[src/rtl/clk_rst_pkg.sv]
// Shared encodings for the clock/reset controller: FSM states, Mode values and
// the Mode-to-state decode used when leaving RESET or following Mode.
package clk_rst_pkg;

   typedef enum logic [2:0] {
      ST_RESET     = 3'd0,
      ST_RUN       = 3'd1,
      ST_HALT      = 3'd2,
      ST_STEP_WAIT = 3'd3,
      ST_STEP_EXEC = 3'd4
   } state_t;

   localparam logic [1:0] MODE_RUN      = 2'b00;
   localparam logic [1:0] MODE_HALT     = 2'b01;
   localparam logic [1:0] MODE_STEP     = 2'b10;
   localparam logic [1:0] MODE_HALT_ALT = 2'b11;

   // 11 is reserved and behaves exactly like halt.
   function automatic state_t mode_target(input logic [1:0] mode);
      state_t t;
      case (mode)
         MODE_RUN:  t = ST_RUN;
         MODE_STEP: t = ST_STEP_WAIT;
         default:   t = ST_HALT;
      endcase
      return t;
   endfunction

endpackage

[src/rtl/clk_rst_ctrl_ce_div.sv]
// One clock-enable channel: free counter compared against a live divide value,
// producing a registered one-cycle pulse every div+1 advancing cycles.
module ce_div #(
   parameter int DIV_W = 16
) (
   input  logic             clk,
   input  logic             rst_n,
   input  logic             clr,
   input  logic             adv,
   input  logic [DIV_W-1:0] div,
   output logic             hit,
   output logic             ce,
   output logic [DIV_W-1:0] cnt
);

   logic at_limit;

   // ">=" rather than "==" so a live decrease below cnt fires on the next advance
   // instead of running the counter round 2^DIV_W.
   assign at_limit = (cnt >= div);
   assign hit      = adv && at_limit;

   always_ff @(posedge clk or negedge rst_n) begin
      if (!rst_n) begin
         cnt <= '0;
         ce  <= 1'b0;
      end else begin
         ce <= hit && !clr;
         if (clr) begin
            cnt <= '0;
         end else if (adv) begin
            cnt <= at_limit ? '0 : cnt + 1'b1;
         end
      end
   end

endmodule

[src/rtl/clk_rst_ctrl.sv]
// Clock-enable and core-reset controller: stretched core reset, run/halt/
// single-step sequencing and N_CH divided clock-enable channels.
module clk_rst_ctrl
   import clk_rst_pkg::*;
#(
   parameter int N_CH       = 2,
   parameter int DIV_W      = 16,
   parameter int RST_CYCLES = 16
) (
   input  logic                  Clk,
   input  logic                  Rst,
   input  logic [N_CH*DIV_W-1:0] Div,
   input  logic [1:0]            Mode,
   input  logic                  Step,
   input  logic                  Sw_Rst,
   output logic [N_CH-1:0]       Ce,
   output logic                  Core_Rst,
   output logic                  Running,
   output logic                  Step_Done,
   output state_t                Dbg_State
);

   localparam int RC_W = (RST_CYCLES > 1) ? $clog2(RST_CYCLES) : 1;
   localparam logic [RC_W-1:0] RC_LAST = RC_W'(RST_CYCLES - 1);

   state_t            state;
   state_t            state_nxt;
   logic [RC_W-1:0]   rst_cnt;
   logic              stretch_done;
   logic              adv;
   logic              exec_hit;
   logic              done_pend;
   logic [N_CH-1:0]   hit;

   assign stretch_done = (rst_cnt == RC_LAST);
   assign Dbg_State    = state;

   // Handshake-free control: Mode and Sw_Rst are levels sampled every cycle,
   // Step is a pulse honoured only in STEP_WAIT; Sw_Rst overrides everything.

   always_ff @(posedge Clk or negedge Rst) begin
      if (!Rst) begin
         state <= ST_RESET;
      end else begin
         state <= state_nxt;
      end
   end

   always_comb begin
      state_nxt = state;
      if (Sw_Rst) begin
         state_nxt = ST_RESET;
      end else begin
         case (state)
            ST_RESET: begin
               if (stretch_done) state_nxt = mode_target(Mode);
            end
            ST_RUN, ST_HALT: begin
               state_nxt = mode_target(Mode);
            end
            ST_STEP_WAIT: begin
               state_nxt = mode_target(Mode);
               if ((state_nxt == ST_STEP_WAIT) && Step) state_nxt = ST_STEP_EXEC;
            end
            ST_STEP_EXEC: begin
               // A step runs to the core enable pulse regardless of Mode changes.
               if (hit[0]) state_nxt = mode_target(Mode);
            end
            default: state_nxt = ST_RESET;
         endcase
      end
   end

   always_comb begin
      adv      = 1'b0;
      exec_hit = 1'b0;
      if (!Sw_Rst) begin
         adv      = (state == ST_RUN) || (state == ST_STEP_EXEC);
         exec_hit = (state == ST_STEP_EXEC) && hit[0];
      end
   end

   always_ff @(posedge Clk or negedge Rst) begin
      if (!Rst) begin
         rst_cnt <= '0;
      end else if (Sw_Rst || (state != ST_RESET)) begin
         rst_cnt <= '0;
      end else if (!stretch_done) begin
         rst_cnt <= rst_cnt + 1'b1;
      end
   end

   // Core_Rst/Running are registered copies of the next state so they line up
   // with the state register; Step_Done trails the final Ce[0] by one cycle.
   always_ff @(posedge Clk or negedge Rst) begin
      if (!Rst) begin
         Core_Rst  <= 1'b1;
         Running   <= 1'b0;
         done_pend <= 1'b0;
         Step_Done <= 1'b0;
      end else begin
         Core_Rst  <= (state_nxt == ST_RESET);
         Running   <= (state_nxt == ST_RUN);
         done_pend <= exec_hit;
         Step_Done <= done_pend && !Sw_Rst;
      end
   end

   for (genvar k = 0; k < N_CH; k++) begin : g_ch
      logic [DIV_W-1:0] cnt_k;

      ce_div #(
         .DIV_W (DIV_W)
      ) u_ce_div (
         .clk   (Clk),
         .rst_n (Rst),
         .clr   (Sw_Rst),
         .adv   (adv),
         .div   (Div[k*DIV_W +: DIV_W]),
         .hit   (hit[k]),
         .ce    (Ce[k]),
         .cnt   (cnt_k)
      );
   end

endmodule

[config.mk]
export PLATFORM = sky130hd
export DESIGN_NAME = clk_rst_ctrl
export DESIGN_NICKNAME = d
export VERILOG_FILES = /design/src/rtl/clk_rst_pkg.sv /design/src/rtl/clk_rst_ctrl_ce_div.sv /design/src/rtl/clk_rst_ctrl.sv
export SDC_FILE = /design/constraint.sdc
export NUM_CORES = 1
export LEC_CHECK = 0
export ABC_AREA = 1
export CAP_MARGIN = 20
export CORE_MARGIN = 4
export CORE_UTILIZATION = 45
export CTS_CLUSTER_SIZE = 25
export DETAILED_ROUTE_END_ITERATION = 10
export PLACE_DENSITY = 0.7
export SYNTH_ARGS = -nofsm -noshare
export SYNTH_HDL_FRONTEND = slang
export SYNTH_SLANG_ARGS = --single-unit
[constraint.sdc]
create_clock -name Clk -period 1.7 [get_ports Clk]
set_input_delay 0.17 -clock Clk [delete_from_list [all_inputs] [get_ports Clk]]
set_output_delay 0.17 -clock Clk [all_outputs]
set_load 0.01 [all_outputs]
## Word-level counts from Yosys, hierarchy flattened

Index checks and enable logic that the tools add are counted.

| word-level totals | value |
|---|---|
| bits in registers | 45 |
| input port bits | 38 |

| operators by class | value |
|---|---|
| reduce and logical (&&, ||, !) cells | 16 |
| eq/ne operators | 9 |
| $add $sub $neg | 3 |
| $lt $le $gt $ge | 2 |
| mux-type cells | 18 |

Operators with widths:

| operator | number |
|---|---|
| $mux 16 | 6 |
| $add 16x1->16 const B | 2 |
| $ge 16x16->1 | 2 |
| $mux 3 | 6 |
| $pmux 3 s4 | 1 |
| $eq 3x2->1 const B | 3 |
| $mux 4 | 2 |
| $logic_and 1x1->1 | 7 |
| $eq 3x1->1 const B | 2 |
| $logic_not 3->1 | 2 |
| $add 4x1->4 const B | 1 |
| $eq 4x4->1 const B | 1 |
| $pmux 2 s2 | 1 |
| $eq 3x3->1 const B | 1 |
| $reduce_bool 3->1 | 1 |
| $eq 2x2->1 const B | 1 |
| $logic_not 2->1 | 1 |
| $logic_or 1x1->1 | 2 |
| $mux 1 | 2 |
| $ne 2x1->1 const B | 1 |
| $reduce_bool 2->1 | 1 |
| $reduce_or 2->1 | 1 |
| $logic_not 1->1 | 1 |

## Depth between registers and ports, before layout

Gate-level depths: netlist of run 1.

| depth | value |
|---|---|
| depth after elaboration | 10 |
| mapped depth | 16 |
| depth with buffers taken out | 16 |

## Modules after synthesis

Synthesis of run 1 repeated with hierarchy kept, for this count alone.

| unflattened totals | value |
|---|---|
| cells, all modules | 509 |
| area, all modules | 3563.4 µm² |

Modules (own cells, without submodules):

| module | cells each | times used | area an instance (µm²) |
|---|---|---|---|
| ce_div | 224 | 2 | 1515.2 |
| clk_rst_ctrl | 61 | 1 | 533.0 |

## Worst setup path before layout of run 1

OpenSTA, ideal clock, no wires.

| path | value |
|---|---|
| path kind | register to register |
| start point | register g_ch[1].u_ce_div.cnt[15] |
| end point | register g_ch[1].u_ce_div.cnt[8] |
| arrival time | 1477 ps |
| stages on the path, launching flop included | 10 |
| slack | 93 ps |
| required time | 1570 ps |
| buffers on the path | 1 |
| period minus slack after synthesis | 1607 ps |
| cells stage by stage | dfrtp_1 ha_1 nand2_1 inv_1 nand3_1 nor3_1 nand3_1 nand3_2 buf_4 o22ai_1 |

| on the way | value |
|---|---|
| longest elaborated chain between the ends | 4 |

RTL lines:

| item | line | text |
|---|---|---|
| start, declared | clk_rst_ctrl_ce_div.sv:13 | `output logic [DIV_W-1:0] cnt` |
| start signal, assigned | clk_rst_ctrl_ce_div.sv:32 | `cnt <= at_limit ? '0 : cnt + 1'b1;` |
| $ge 16x16->1 | clk_rst_ctrl_ce_div.sv:20 | `assign at_limit = (cnt >= div);` |
| $mux 16 | clk_rst_ctrl_ce_div.sv:32 |  |
| $mux 16 | clk_rst_ctrl_ce_div.sv:31 | `end else if (adv) begin` |
| $mux 16 | clk_rst_ctrl_ce_div.sv:29 | `if (clr) begin` |

Every way passes these cells. The select of a mux whose other input is x is not followed.
A chain may end at the register's enable or synchronous reset.

## Final worst setup path of run 1

| path | value |
|---|---|
| start point | register g_ch[0].u_ce_div.cnt[6] |
| end point | register g_ch[0].u_ce_div.cnt[12] |

| on the way | value |
|---|---|
| longest elaborated chain between the ends | 4 |
| elaborated cells on any way between the ends | 5 |
| classes of those cells | add/sub: 1; order compare: 1; mux: 3 |

RTL lines:

| item | line |
|---|---|
| start, declared | clk_rst_ctrl_ce_div.sv:13 |
| start signal, assigned | clk_rst_ctrl_ce_div.sv:32 |
| $add 16x1->16 / $ge 16x16->1 (equally long branches) | clk_rst_ctrl_ce_div.sv:32, clk_rst_ctrl_ce_div.sv:20 |
| $mux 16 (*) | clk_rst_ctrl_ce_div.sv:32 |
| $mux 16 (*) | clk_rst_ctrl_ce_div.sv:31 |
| $mux 16 (*) | clk_rst_ctrl_ce_div.sv:29 |

Every way passes the cells marked *; elsewhere a longest branch is shown, timed or not. The select of a mux whose other input is x is not followed.

==> impl_metrics.json, run 1 <==
{
  "status": "complete, but fails checks",
  "failed_checks": "setup timing",
  "hold_path_class": "in2async",
  "synthArstFlopShare": 1.00,
  "clock_latency_ns": 0.30,
  "ant_nets": 0,
  "avgRoutedWirePerCell_um": 11.8,
  "grt-busiest-layer": "met2",
  "place_inst": 613,
  "synth_flop_cell": "dfrtp_1",
  "mostFrequentLayoutCells": "inv_1 (90), nand2_1 (80), dfrtp_1 (44), clkdlybuf4s50_1 (44), buf_4 (39)",
  "fp.coreArea_um2": 6980,
  "use_met1": 0.213,
  "worst_pin_slew_ns": 0.418,
  "synthDistinctLibCells": 35,
  "finalNonFillerCells": 625,
  "netlist.area_leader.share": 0.333,
  "crit_arrival_ns": 1.98,
  "finalHoldViolations": 0,
  "cp_max_fo": 8,
  "final_layout_size_suffix_gt1_frac": 0.168,
  "drt-initial-drc-count": 85,
  "peakVddDrop_v": 0.000240,
  "port_buffers": 45,
  "rows": 30,
  "gp_congestion": 0.858,
  "drv_slew": 0,
  "die_h_um": 93.7,
  "max_freq_ghz": 0.569,
  "dp_hpwl_um": 5870,
  "clockRootBuffer": "clkbuf_8",
  "syn_nets": 513,
  "grt_use_met3": 0.0224,
  "syn_to_final_growth_pct": 31.5,
  "overflow": 0,
  "synth-seq-cells": 45,
  "fillers": 615,
  "vias_per_cell": 4.93,
  "synth_enable_flop_cells": 0,
  "critPathRequiredTime_ns": 1.92,
  "rsz0062_at_grt": "true",
  "cts.sinks": 45,
  "grt_use_met2": 0.324,
  "grt_pass1_vias": 3008,
  "period_needed_ns": 1.76,
  "grt_use_total": 0.175,
  "synth_area_leader_cell": "dfrtp_1",
  "slew_headroom": 0.721,
  "clockBufferDepth": 2,
  "synth-seq-area-share": 0.341,
  "total_leakage_power_nw": 2.23,
  "setup_viol": 14,
  "fin_nets": 601,
  "antenna_found_initial": 0,
  "grt_max_degree": 29,
  "power_density_nw_per_um2": 460,
  "setup.worst_path.start_class": "register",
  "cts_tree": "built",
  "antenna_cells": 0,
  "avgSynthCellArea_um2": 7.51,
  "tns_ns": -0.490,
  "critPathKind": "reg2reg",
  "maxCapViolCount": 0,
  "numCtsBuffers": 5,
  "first_pass_iters": 4,
  "die_w_um": 93.7,
  "ios": 46,
  "route.detailed.drc": 0,
  "cts_max_level": 2,
  "die_area_um2": 8780,
  "synth_area_leaders": "dfrtp_1 (33%), ha_1 (13%), inv_1 (11%)",
  "grt_pass1_wl_um": 12500,
  "start_util": 0.473,
  "synth_warnings": 0,
  "clock_skew_ns": 0.00998,
  "synth_cells": 440,
  "post-route-period-util": 1.03,
  "final_common_cell": "inv_1",
  "clkTransAtPathRegs_ns": 0.08,
  "synth_area_um2": 3310,
  "vias": 3084,
  "routed_wl_um": 7360,
  "cp-end-kind": "register",
  "fin_ws_ns": -0.0579
}
-- synthesized netlist by cell type (all sizes together), types with 2 or more instances --
| library cell | count |
|---|---|
| a21oi | 25 |
| inv | 96 |
| nor3 | 8 |
| o211ai | 2 |
| xor2 | 8 |
| dfrtp | 44 |
| nand3 | 26 |
| o21ai | 37 |
| o22ai | 19 |
| nand2 | 87 |
| buf | 7 |
| nor2 | 30 |
| ha | 35 |
| o21bai | 2 |
| nand4 | 8 |
-- final timing paths --
kind / start / end / slack [ns] / depth (start not counted)
max: g_ch[0].u_ce_div.cnt[6] / g_ch[0].u_ce_div.cnt[12] / -0.06 / 12
min: Rst / g_ch[0].u_ce_div.cnt[14] / 0.33 / 2
max reg2reg: g_ch[0].u_ce_div.cnt[6] / g_ch[0].u_ce_div.cnt[12] / -0.06 / 12
min reg2reg: done_pend / Step_Done / 0.48 / 2
max in group asynchronous: Rst / g_ch[1].u_ce_div.cnt[2] / 0.88 / 3
min in group Clk: done_pend / Step_Done / 0.48 / 2
-- timing repair --
item	4_1_cts	5_1_grt
hold buffers	1	0
setup buffers	0	3
resized for setup	7	17
setup endpoints to repair	34	40
endpoints found under the hold margin	16	0
pin swaps	0	2
-- layout make-up --
cell class	instances	area, um^2	area share
Clock buffer	8	90.1	0.0207
Inverter	96	363	0.0835
Multi-Input combinational cell	292	1850	0.425
Sequential cell	45	1130	0.259
Tap cell	96	120	0.0276
Timing Repair Buffer	88	800	0.184
-- registers in the layout, summed over array words and instances, names as in the netlist --
signal and flops:
done_pend 1, g_ch.u_ce_div.cnt 32, g_ch.u_ce_div.ce 2, rst_cnt 4
Dbg_State 3, Running 1, Step_Done 1, Core_Rst 1
-- power by group --
part | switching [mW] | total, mW | internal [mW]
Sequential | 0.00568 | 1.08 | 1.08
Combinational | 0.105 | 0.228 | 0.122
Clock | 0.358 | 0.690 | 0.332
-- cells by family (layout without fill, tap and decap cells) --
group	count (synthesis)	in the layout	synth area share
and+or+nand+nor	161	161	0.234
buffers and inverters	103	192	0.125
AOI/OAI and AO/OA	88	88	0.147
DFF	45	45	0.341
adders and majority gates	35	35	0.132
xor gates and xnor gates	8	8	0.0212
-- per-layer routing --
layer  part of all wire  vias to the layer above
met1               0.45                     1422
li1                   -                     1609
met3              0.037                        7
met2               0.50                       46
met5                  0                        -
met4              0.010                        0
-- through the flow --
step           hold WS (ns)  utilization  area, um^2  power (mW)  worst slack, ns
3_5_place_dp          0.124        0.593        4140        1.32           -0.363
6_report              0.328        0.623        4350        2.00          -0.0579
2_1_floorplan        -0.126            -        3310        1.18           0.0934
4_1_cts               0.351        0.612        4270        2.01          -0.0739
3_3_place_gp          0.127        0.593        4140        1.32           -0.355
5_1_grt               0.383        0.623        4350        2.08           -0.216
-- worst max-delay path, cell delays in order (launching register included) --
cell     delay [ns]
dfrtp_1        0.41
ha_1           0.28
nand2_1        0.08
inv_2          0.04
nand2_1        0.06
nand2_1        0.04
nor2_1         0.10
nand2_1        0.07
nand2_2        0.07
nand2_4        0.08
nor2_4         0.23
o21ai_1        0.12
o22ai_1        0.11
Note: power is estimated with default switching activity, not from simulation.
==> inputs of run 2 (changes only) <==
Settings changed: CORE_UTILIZATION 45 to 40, PLACE_DENSITY 0.7 to default, SLEW_MARGIN from default to 20.
==> impl_metrics.json, run 2 (synthesis gave the netlist of run 1 again) <==
{
  "pre_cts_ws_ns": -0.405,
  "clockBufferDepth": 2,
  "maxCapViolCount": 0,
  "die_area_um2": 9780,
  "overflow": 0,
  "finalHoldViolations": 0,
  "critPathKind": "reg2reg",
  "finalNonFillerCells": 640,
  "clock_skew_ns": 0.00357,
  "antenna_cells": 0,
  "cts_tree": "built",
  "slew_headroom": 0.685,
  "port_buffers": 45,
  "failed_checks": "setup timing",
  "route.detailed.drc": 0,
  "clock_latency_ns": 0.29,
  "post-route-period-util": 1.07,
  "vias_per_cell": 4.92,
  "power_density_nw_per_um2": 439,
  "syn_to_final_growth_pct": 41.7,
  "die_h_um": 98.9,
  "clkTransAtPathRegs_ns": 0.08,
  "final_common_cell": "inv_1",
  "clockRootBuffer": "clkbuf_8",
  "grt_use_met3": 0.0262,
  "ios": 46,
  "p_comb_frac": 0.121,
  "cts.sinks": 45,
  "grt_max_degree": 27,
  "use_met1": 0.202,
  "mostFrequentLayoutCells": "inv_1 (86), nand2_1 (74), clkdlybuf4s50_1 (44), buf_4 (44), dfrtp_1 (43)",
  "worst_pin_slew_ns": 0.472,
  "whs_ns": 0.373,
  "clkPwrFrac": 0.353,
  "antenna_found_initial": 0,
  "power.switching_uw": 481,
  "gp_congestion": 0.791,
  "critPathRequiredTime_ns": 1.93,
  "avgRoutedWirePerCell_um": 12.3,
  "rows": 32,
  "grt-busiest-layer": "met2",
  "drt-initial-drc-count": 93,
  "crit_arrival_ns": 2.06,
  "cp_max_fo": 8,
  "status": "complete, but fails checks",
  "place_inst": 621,
  "cts_max_level": 2,
  "fin_nets": 610,
  "first_pass_iters": 5,
  "grt_pass1_wl_um": 13000,
  "cp-end-kind": "register",
  "rsz0062_at_grt": "true",
  "period_needed_ns": 1.82,
  "setup.worst_path.start_class": "register",
  "vias": 3150,
  "start_util": 0.419,
  "p_int_mw": 1.57,
  "setup_viol": 20,
  "p_sw_frac": 0.234,
  "final_layout_size_suffix_gt1_frac": 0.262,
  "top_register": "g_ch.u_ce_div.cnt",
  "dp_hpwl_um": 5930,
  "drv_slew": 0,
  "die_w_um": 98.9,
  "max_freq_ghz": 0.549,
  "routed_wl_um": 7890,
  "hold_path_class": "in2async",
  "grt_pass1_vias": 2975,
  "fillers": 718,
  "finalPower_mw": 2.05,
  "peakVddDrop_v": 0.000275,
  "fin_ws_ns": -0.123,
  "seq_power_share": 0.526,
  "fp.coreArea_um2": 7890,
  "largest_reg_flops": 32,
  "total_leakage_power_nw": 2.35,
  "ant_nets": 0,
  "grt_use_total": 0.160,
  "numCtsBuffers": 5,
  "grt_use_met2": 0.286
}
==> run 2: layer usage <==
metal  vias up  part of all wire
li1       1635                 -
met1      1461              0.44
met2        47              0.51
met3         7             0.035
met4         0            0.0081
met5         -                 0
==> run 2: repair_timing <==
action,CTS,global route
pin swaps,10,24
setup endpoints to repair,33,40
endpoints found under the hold margin,18,0
setup buffers,4,6
resized for setup,23,60
hold buffers,1,0
==> run 2: final timing paths <==
check                                         from                        to  slack (ns)  cells after the start
setup / recovery           g_ch[0].u_ce_div.cnt[9]   g_ch[0].u_ce_div.cnt[1]       -0.12                      8
hold / removal                                 Rst  g_ch[0].u_ce_div.cnt[14]        0.37                      2
setup reg to reg           g_ch[0].u_ce_div.cnt[9]   g_ch[0].u_ce_div.cnt[1]       -0.12                      8
hold reg to reg                          done_pend                 Step_Done        0.47                      2
max in group asynchronous                      Rst   g_ch[1].u_ce_div.cnt[5]        0.81                      3
min in group Clk                         done_pend                 Step_Done        0.47                      2
==> run 2: worst max-delay path, stage by stage (launching register included) <==
cell and delay, ns:
dfrtp_1 0.39, ha_1 0.30, a21oi_1 0.17, o21ai_0 0.13
a21oi_2 0.20, nand2_4 0.10, nor2_4 0.22, buf_6 0.14
a22o_1 0.11
==> run 2: stage by stage <==
stage,instance area (um^2),util,TNS [ns]
4_1_cts,4380,0.555,-1.40
2_1_floorplan,3310,-,0
3_5_place_dp,4150,0.526,-12.76
6_report,4680,0.594,-1.61
5_1_grt,4680,0.594,-6.27
3_3_place_gp,4150,0.526,-11.11
==> run 2: layout make-up <==
| cell class | instances | area [um^2] | area share |
|---|---|---|---|
| clock inverters | 1 | 5.00 | 0.00107 |
| inverters | 96 | 365 | 0.0780 |
| repair buffers | 97 | 873 | 0.186 |
| clock buffers | 7 | 96.3 | 0.0206 |
| flip-flops and latches | 45 | 1130 | 0.241 |
| well taps | 102 | 128 | 0.0273 |
| multi-input cells | 292 | 2090 | 0.446 |
==> run 2: power by group through the flow <==
| stage | clock network, mW | logic [mW] | registers [mW] |
|---|---|---|---|
| global route | 0.788 | 0.280 | 1.08 |
| global placement | 0 | 0.217 | 1.10 |
| finish | 0.726 | 0.248 | 1.08 |
| detailed placement | 0 | 0.223 | 1.10 |
| CTS | 0.757 | 0.233 | 1.08 |
| floorplan | 0 | 0.0828 | 1.10 |
==> inputs of run 3 (changes only) <==
--- a/config.mk
+++ b/config.mk
@@ -13,2 +13,3 @@
 export DETAILED_ROUTE_END_ITERATION = 10
+export DONT_BUFFER_PORTS = 1
 export SLEW_MARGIN = 20
==> constraint.sdc (replaced) <==
create_clock -name Clk -period 1.9 [get_ports Clk]
set_input_delay 0.19 -clock Clk [delete_from_list [all_inputs] [get_ports Clk]]
set_output_delay 0.19 -clock Clk [all_outputs]
set_load 0.02 [all_outputs]
==> impl_metrics.json, run 3 (synthesis gave the netlist of run 1 again) <==
{
  "clock_latency_ns": 0.30,
  "pre_cts_ws_ns": 0.0770,
  "crit_arrival_ns": 2.08,
  "power.switching_uw": 439,
  "cts.sinks": 45,
  "clkPwrFrac": 0.414,
  "clock_skew_ns": 0.00971,
  "gp_congestion": 0.777,
  "max_freq_ghz": 0.539,
  "maxCapViolCount": 0,
  "die_area_um2": 9780,
  "drv_slew": 0,
  "p_comb_frac": 0.071,
  "first_pass_iters": 4,
  "finalHoldViolations": 0,
  "setup_viol": 0,
  "routed_wl_um": 7260,
  "clockBufferDepth": 2,
  "cp-end-kind": "register",
  "fin_ws_ns": 0.0447,
  "peakVddDrop_v": 0.000257,
  "p_int_mw": 1.44,
  "tns_ns": 0,
  "antenna_cells": 0,
  "rsz0062_at_grt": "true",
  "antenna_found_initial": 0,
  "mostFrequentLayoutCells": "inv_1 (93), nand2_1 (80), dfrtp_1 (44), ha_1 (31), buf_4 (27)",
  "critPathRequiredTime_ns": 2.12,
  "fin_nets": 546,
  "setup.worst_path.start_class": "register",
  "finalNonFillerCells": 576,
  "rows": 32,
  "start_util": 0.419,
  "total_leakage_power_nw": 2.03,
  "crit_path_top_delay_cell": "dfrtp_1",
  "power_density_nw_per_um2": 481,
  "ant_nets": 0,
  "path_cells": "ha_1 > nand2_1 > o21ai_0 > a21oi_2 > nand2_4 > nor2_4 > inv_1 > o22ai_1",
  "largest_reg_flops": 32,
  "drt-initial-drc-count": 95,
  "seq_power_share": 0.515,
  "post-route-period-util": 0.976,
  "final_common_cell": "inv_1",
  "avgRoutedWirePerCell_um": 12.6,
  "clkTransAtPathRegs_ns": 0.09,
  "vias": 2862,
  "final_layout_size_suffix_gt1_frac": 0.167,
  "grt_use_total": 0.151,
  "top_register": "g_ch.u_ce_div.cnt",
  "period_needed_ns": 1.86,
  "cts_tree": "built",
  "hold_path_class": "in2reg",
  "cpPeakStageDelay_ns": 0.42,
  "cts_max_level": 2,
  "critPathKind": "reg2reg",
  "slew_headroom": 0.787,
  "cp_max_fo": 7,
  "syn_to_final_growth_pct": 18.2,
  "grt_pass1_wl_um": 12400,
  "die_w_um": 98.9,
  "vias_per_cell": 4.97,
  "clockRootBuffer": "clkbuf_8",
  "die_h_um": 98.9,
  "dp_hpwl_um": 5550,
  "overflow": 0,
  "route.detailed.drc": 0,
  "grt_pass1_vias": 2807,
  "finalPower_mw": 1.88,
  "fp.coreArea_um2": 7890,
  "p_sw_frac": 0.234,
  "grt_max_degree": 46,
  "place_inst": 557,
  "worst_pin_slew_ns": 0.316,
  "port_buffers": 0,
  "status": "finished clean",
  "ios": 46,
  "whs_ns": 0.0789,
  "numCtsBuffers": 5
}
[run 3: cell count changes in the layout (fill, tap and decap cells not counted), moves of 9 or more]
cell / previous run / this run
o21ai_0: 17 / 26
o22ai_2: 12 / 1
o22ai_1: 7 / 18
buf_4: 44 / 27
clkdlybuf4s50_1: 44 / 0
[run 3: area by class of cell]
type / instances / area (um^2)
Sequential cell: 45 / 1130
Timing Repair Buffer: 33 / 302
Fill cell: 798 / 3980
Multi-Input combinational cell: 292 / 1870
Clock buffer: 6 / 82.6
Clock inverter: 2 / 37.5
Inverter: 96 / 363
Tap cell: 102 / 128
[run 3: repair_timing]
action | CTS | global route
gates resized for setup | 0 | 19
setup endpoints to repair | 0 | 34
buffers inserted | 0 | 8
hold endpoints to repair | 47 | 0
hold buffers | 3 | 0
[run 3: power groups by stage]
stage               Sequential [mW]  Combinational [mW]  Clock [mW]
floorplan                     0.985              0.0741           0
global placement              0.986              0.0930           0
detailed placement            0.986              0.0985           0
CTS                           0.967               0.131       0.799
global route                  0.968               0.157       0.835
finish                        0.967               0.134       0.778
[run 3: worst paths after layout]
check,startpoint,to,slack [ns],cells after the start
max in group asynchronous,Rst,Core_Rst,1.25,2
max reg2reg,g_ch[0].u_ce_div.cnt[15],g_ch[0].u_ce_div.cnt[10],0.04,8
min,Mode[0],Dbg_State[0],0.08,3
min reg2reg,done_pend,Step_Done,0.49,2
min in group asynchronous,Rst,g_ch[0].u_ce_div.cnt[13],0.37,2
max,g_ch[0].u_ce_div.cnt[15],g_ch[0].u_ce_div.cnt[10],0.04,8
[run 3: stage by stage]
stage,cell area [um^2],util
floorplan,3310,-
global placement,3570,0.453
detailed placement,3570,0.453
CTS,3740,0.474
global route,3910,0.496
finish,3910,0.496
[run 3: per-layer routing]
layer  global-route usage  vias to the layer above  share of wire
li1                     -                     1493              -
met1                0.198                     1310           0.47
met2                0.252                       53           0.47
met3               0.0318                        6          0.045
met4               0.0399                        0          0.011
met5                    0                        -              0
[run 3: critical path, delay by kind of cell (launching register included)]
family | cells | cell delay, ns
compound gates | 3 | 0.47
buf+inv | 1 | 0.14
fa+ha+maj | 1 | 0.31
flops | 1 | 0.42
simple gates | 3 | 0.42
